## src/rtl/data_mem_arbiter.sv

```systemverilog
// Two-master arbiter/sequencer for the single-port data memory: one transaction at a
// time, one-cycle memory request, fixed read latency, one-cycle ready to the granted master.
module data_mem_arbiter #(
   parameter bit          RR_EN       = 1'b1,
   parameter int unsigned MEM_LATENCY = 1
) (
   input  logic        clk_i,
   input  logic        rst_i,
   input  logic        m0_req_i,
   input  logic        m0_we_i,
   input  logic [31:0] m0_addr_i,
   input  logic [31:0] m0_wd_i,
   output logic [31:0] m0_rd_o,
   output logic        m0_ready_o,
   output logic        m0_stall_o,
   input  logic        m1_req_i,
   input  logic        m1_we_i,
   input  logic [31:0] m1_addr_i,
   input  logic [31:0] m1_wd_i,
   output logic [31:0] m1_rd_o,
   output logic        m1_ready_o,
   output logic        mem_req_o,
   output logic        mem_we_o,
   output logic [31:0] mem_addr_o,
   output logic [31:0] mem_wd_o,
   input  logic [31:0] mem_rd_i
);

   localparam logic [1:0] S_IDLE = 2'd0;
   localparam logic [1:0] S_WAIT = 2'd1;
   localparam logic [1:0] S_RESP = 2'd2;

   // The counter holds the number of WAIT cycles still to go, so it is loaded with
   // MEM_LATENCY-1; that makes RESP land exactly MEM_LATENCY cycles after the issue.
   localparam logic [2:0] WAIT_CYCLES = 3'(MEM_LATENCY - 1);

   logic [1:0] state_q, state_d;
   logic       grant_q, grant_d;
   logic       last_grant_q, last_grant_d;
   logic [2:0] cnt_q, cnt_d;

   logic any_req;
   logic winner;
   logic issue;
   logic resp;

   always_comb begin
      any_req = m0_req_i | m1_req_i;
      if (m0_req_i && m1_req_i) begin
         winner = RR_EN ? ~last_grant_q : 1'b0;
      end else begin
         winner = ~m0_req_i;
      end
   end

   always_comb begin
      state_d      = state_q;
      grant_d      = grant_q;
      last_grant_d = last_grant_q;
      cnt_d        = cnt_q;
      case (state_q)
         S_IDLE: begin
            if (any_req) begin
               grant_d = winner;
               if (MEM_LATENCY <= 1) begin
                  state_d = S_RESP;
               end else begin
                  state_d = S_WAIT;
                  cnt_d   = WAIT_CYCLES;
               end
            end
         end
         S_WAIT: begin
            cnt_d = cnt_q - 3'd1;
            if (cnt_q == 3'd1) begin
               state_d = S_RESP;
            end
         end
         S_RESP: begin
            last_grant_d = grant_q;
            state_d      = S_IDLE;
         end
         default: state_d = S_IDLE;
      endcase
   end

   always_ff @(posedge clk_i or posedge rst_i) begin
      if (rst_i) begin
         state_q      <= S_IDLE;
         grant_q      <= 1'b0;
         last_grant_q <= 1'b1;
         cnt_q        <= '0;
      end else begin
         state_q      <= state_d;
         grant_q      <= grant_d;
         last_grant_q <= last_grant_d;
         cnt_q        <= cnt_d;
      end
   end

   // Issue is combinational from IDLE; reset gates it so the bus is quiet while held.
   always_comb begin
      issue      = (state_q == S_IDLE) && any_req && !rst_i;
      resp       = (state_q == S_RESP);
      mem_req_o  = issue;
      mem_we_o   = issue & (winner ? m1_we_i : m0_we_i);
      mem_addr_o = issue ? (winner ? m1_addr_i : m0_addr_i) : '0;
      mem_wd_o   = issue ? (winner ? m1_wd_i : m0_wd_i) : '0;
      m0_ready_o = resp & ~grant_q;
      m1_ready_o = resp & grant_q;
      m0_rd_o    = m0_ready_o ? mem_rd_i : '0;
      m1_rd_o    = m1_ready_o ? mem_rd_i : '0;
      m0_stall_o = m0_req_i & ~m0_ready_o;
   end

endmodule

```

## config.mk

```make
export PLATFORM = sky130hd
export DESIGN_NAME = data_mem_arbiter
export DESIGN_NICKNAME = d
export VERILOG_FILES = /design/src/rtl/data_mem_arbiter.sv
export SDC_FILE = /design/constraint.sdc
export NUM_CORES = 1
export LEC_CHECK = 0
export BUFFER_PORTS_ARGS = -buffer_cell sky130_fd_sc_hd__buf_2
export CORE_AREA = 2 2 117 119
export CTS_CLUSTER_SIZE = 14
export DETAILED_ROUTE_END_ITERATION = 16
export DIE_AREA = 0 0 119 121
export PLACE_DENSITY = 0.52
export SLEW_MARGIN = 30
export SYNTH_ARGS = -nofsm -noshare
export SYNTH_HDL_FRONTEND = slang
export SYNTH_SLANG_ARGS = --single-unit
```

## constraint.sdc

```tcl
create_clock -name clk_i -period 1.6 [get_ports clk_i]
set_input_delay 0.32 -clock clk_i [delete_from_list [all_inputs] [get_ports clk_i]]
set_output_delay 0.32 -clock clk_i [all_outputs]
set_load 0.02 [all_outputs]
```

==> impl_summary.log <==
INFO  metric hold_viol_final = 0
INFO  metric synthesis.yosys.warnings = 0
INFO  metric fin_nets = 771
INFO  metric critical_path.n_buffers_inverters = 2
INFO  metric timing_worst_slew_pin_value = 286 ps
INFO  metric synth_area_per_cell = 5.95 um2
INFO  metric crit_family = simple AND/OR/NAND/NOR gates
INFO  metric syn_to_final_growth = 145%
INFO  metric dpl.hpwl = 7.53 mm
INFO  metric synth_ff_type = dfrtp_1
INFO  metric synth.top_cell.area_share = 0.257
INFO  metric synth_top_cells_by_area = nand3b_1 (26%), a21oi_1 (17%), o21ai_0 (16%), and2_1 (11%), and3_1 (11%)
INFO  metric status = finished with violations
INFO  metric power_density = 593 nW/um2
INFO  metric synth-edff-count = 0
INFO  metric critPathSlowestCell = or3_4
INFO  metric critical_path.startpoint = state_q[1]
INFO  metric finalWeightedCongestion = 0.783
INFO  metric drc_errors = 0
INFO  metric antenna_violations_before_repair = 0
INFO  metric failing_checks = negative setup slack
INFO  metric dr.pass1.iters = 5
INFO  metric grt_max_degree = 86
INFO  metric crit_path_cell_trace = or3_4, buf_16, a21oi_2, buf_4
INFO  metric fp.dieArea = 14400 um2
INFO  metric critPathMaxStageDelay = 490 ps
INFO  metric timing.hold.worst.start = m1_req_i
INFO  metric pre_cts_ws = -246 ps
INFO  metric drt_first_iter_violations = 100
INFO  metric proportion_of_layout_cells_with_a_drive_suffix_above_1 = 0.694
INFO  metric fmax = 0.522 GHz
INFO  metric finalClockSkew = 1.59 ps
INFO  metric yosysUniqueCellTypes = 21
INFO  metric number_of_violations_of_the_max_capacitance_limit = 0
INFO  metric hold_path_depth = 3
INFO  metric dr_total_vias = 3478
INFO  metric count_of_state_elements_after_synthesis = 3
INFO  metric postSynthCellCount = 319
INFO  metric die_height = 121 um
INFO  metric clkLatencyLatePin = 220 ps
INFO  metric antenna-diode-count = 0
INFO  metric drt-wirelength-per-cell = 14.6 um
INFO  metric mappedNetlistNets = 485
INFO  metric clk_pin_slew_worst_setup_hold_paths = 30 ps
INFO  metric synth.cells.most_frequent = a21oi_1 (65), nand3b_1 (65), o21ai_0 (60), and2_1 (33), and3_1 (32)
INFO  metric vdd.ir_drop.worst = 608 uV
INFO  metric timing.critical_path.required = 1280 ps
INFO  metric tritoncts.num_buffers = 3
INFO  metric static-leakage-power = 2.30 nW
INFO  metric worst_hold_path_type = in -> reg
INFO  metric critical_path.startpoint_type = register
INFO  metric synthesis.area = 1900 um2
INFO  metric post_drt_via_cell_ratio = 4.46
INFO  metric clkSinkCount = 3
INFO  metric grt_first_pass_wirelength = 16.1 mm
INFO  metric worst_slew_margin_rel = 0.809
INFO  metric async_reset_ff_frac = 1.00
INFO  metric postRouteWirelength = 11.4 mm
INFO  metric placeableCoreArea = 13100 um2
INFO  metric cts.path.max_buffers = 2
INFO  metric worst-setup-path-type = reg -> out
INFO  metric critPathArrivalTime = 1600 ps
INFO  metric critPathMaxFanout = 18
INFO  metric yosys.area.top_type = nand3b_1
INFO  metric layout_min_cycle_time = 1920 ps
INFO  metric chipWidth = 119 um
INFO  metric synth-seq-area-share = 0.0402
INFO  metric timing.rr.start = last_grant_q
INFO  metric timing.final.crit_share = 1.20
INFO  metric critPathCaptureType = output port
INFO  metric total_power = 2.75 mW
INFO  metric track_usage = 0.134
INFO  metric cts-htree-levels = 1
INFO  metric worst-r2r-setup-slack = 430 ps
INFO  metric grt.overflow.total = 0
INFO  metric rr_worst_depth = 3
INFO  metric core.rowCount = 42
INFO  metric design.portCount = 299
INFO  metric final.hold.worst_slack = 410 ps
INFO  metric timing.rr.end = grant_q
INFO  metric rsz_0062_raised_after_global_routing = true
INFO  metric grt_pass1_vias = 3087
INFO  metric start_util = 0.145
INFO  metric worst_hold_path.endpoint = state_q[1]
INFO  metric final_antenna_net_count = 0
INFO  metric final-max-slew-violation-count = 0
INFO  metric final_setup_margin = -316 ps
INFO  metric root_buffer = clkbuf_16
INFO  metric buffer_ports.inserted = 298
INFO  metric tritoncts = done
INFO  metric setup_viol = 100
==> cell families (layout without fill, tap and decap cells) <==
kind of cell	after synthesis	after routing	synth area share
simple gates	136	136	0.489
mux	1	1	0.00594
buf+inv	48	333	0.117
compound gates	131	131	0.348
flops	3	3	0.0402
==> flip-flops by register name (all words and copies together) (netlist names) <==
register / flops
grant_q: 1
last_grant_q: 1
state_q: 1
==> final cells by class <==
| type | count | area [um2] |
|---|---|---|
| fill | 1420 | 8440 |
| multi-input combinational | 268 | 1950 |
| timing repair buffer | 326 | 2310 |
| sequential | 3 | 76.3 |
| clock buffer | 4 | 78.8 |
| tap | 176 | 220 |
| inverter | 3 | 11.3 |
==> worst min-delay path: stages <==
cell,delay [ps]
buf_2,90
nor2_1,60
nor2_1,110
==> power breakdown <==
part           switching, mW  total [mW]  internal [mW]
sequential            0.0202       0.121          0.101
clock                 0.0667       0.395          0.329
combinational           1.19        2.24           1.05
total                   1.27        2.75           1.48
==> timing repair <==
action,in CTS,in global routing
endpoints found under the setup margin,100,133
hold endpoints to repair,2,0
hold buffers,1,0
pin swaps,1,32
cloned,6,3
gates resized for setup,181,93
setup buffers,3,3
==> stage by stage <==
stage                     std cells  TNS (ps)  cell area (um2)  utilization
after floorplan                 319     -6420             1950            -
after global placement          764    -13190             3640        0.278
after detailed placement        764    -15030             3640        0.278
after CTS                       778    -25470             4350        0.332
after global routing            780    -28690             4650        0.355
final                           780    -23330             4650        0.355
==> routing by layer <==
metal,GRT usage,up-vias,wire [um],part of all wire
met4,0.0186,0,44,0.0039
met3,0.0240,4,768,0.067
met2,0.233,152,5930,0.52
met5,0,-,0,0
li1,-,1717,-,-
met1,0.175,1605,4660,0.41
==> placed cells by master (no fill, tap or decap) <==
cell / count
buf_2: 196
nand3b_1: 65
buf_6: 60
buf_4: 60
a21oi_2: 43
o21ai_0: 43
and2_4: 32
and3_1: 30
o21ai_1: 22
a21oi_1: 15
a21oi_4: 7
clkbuf_16: 5
buf_12: 5
nor2b_4: 2
nor2_1: 2
and3_4: 2
inv_1: 2
dfrtp_1: 2
mux2_2: 1
inv_2: 1
o32a_1: 1
and2_1: 1
or3_4: 1
nor2_2: 1
clkbuf_1: 1
buf_16: 1
dlygate4sd3_1: 1
dfstp_2: 1
buf_8: 1
==> worst max-delay path by stage <==
stage | endpoint | slack, ps | cells after the start
final | mem_addr_o[21] | -320 | 4
after global routing | mem_addr_o[25] | -380 | 4
after CTS | mem_we_o | -290 | 5
after detailed placement | mem_we_o | -250 | 6
after global placement | mem_wd_o[16] | -210 | 6
after floorplan | mem_wd_o[22] | -120 | 5
No activity file was read; power rests on OpenSTA's default activity.
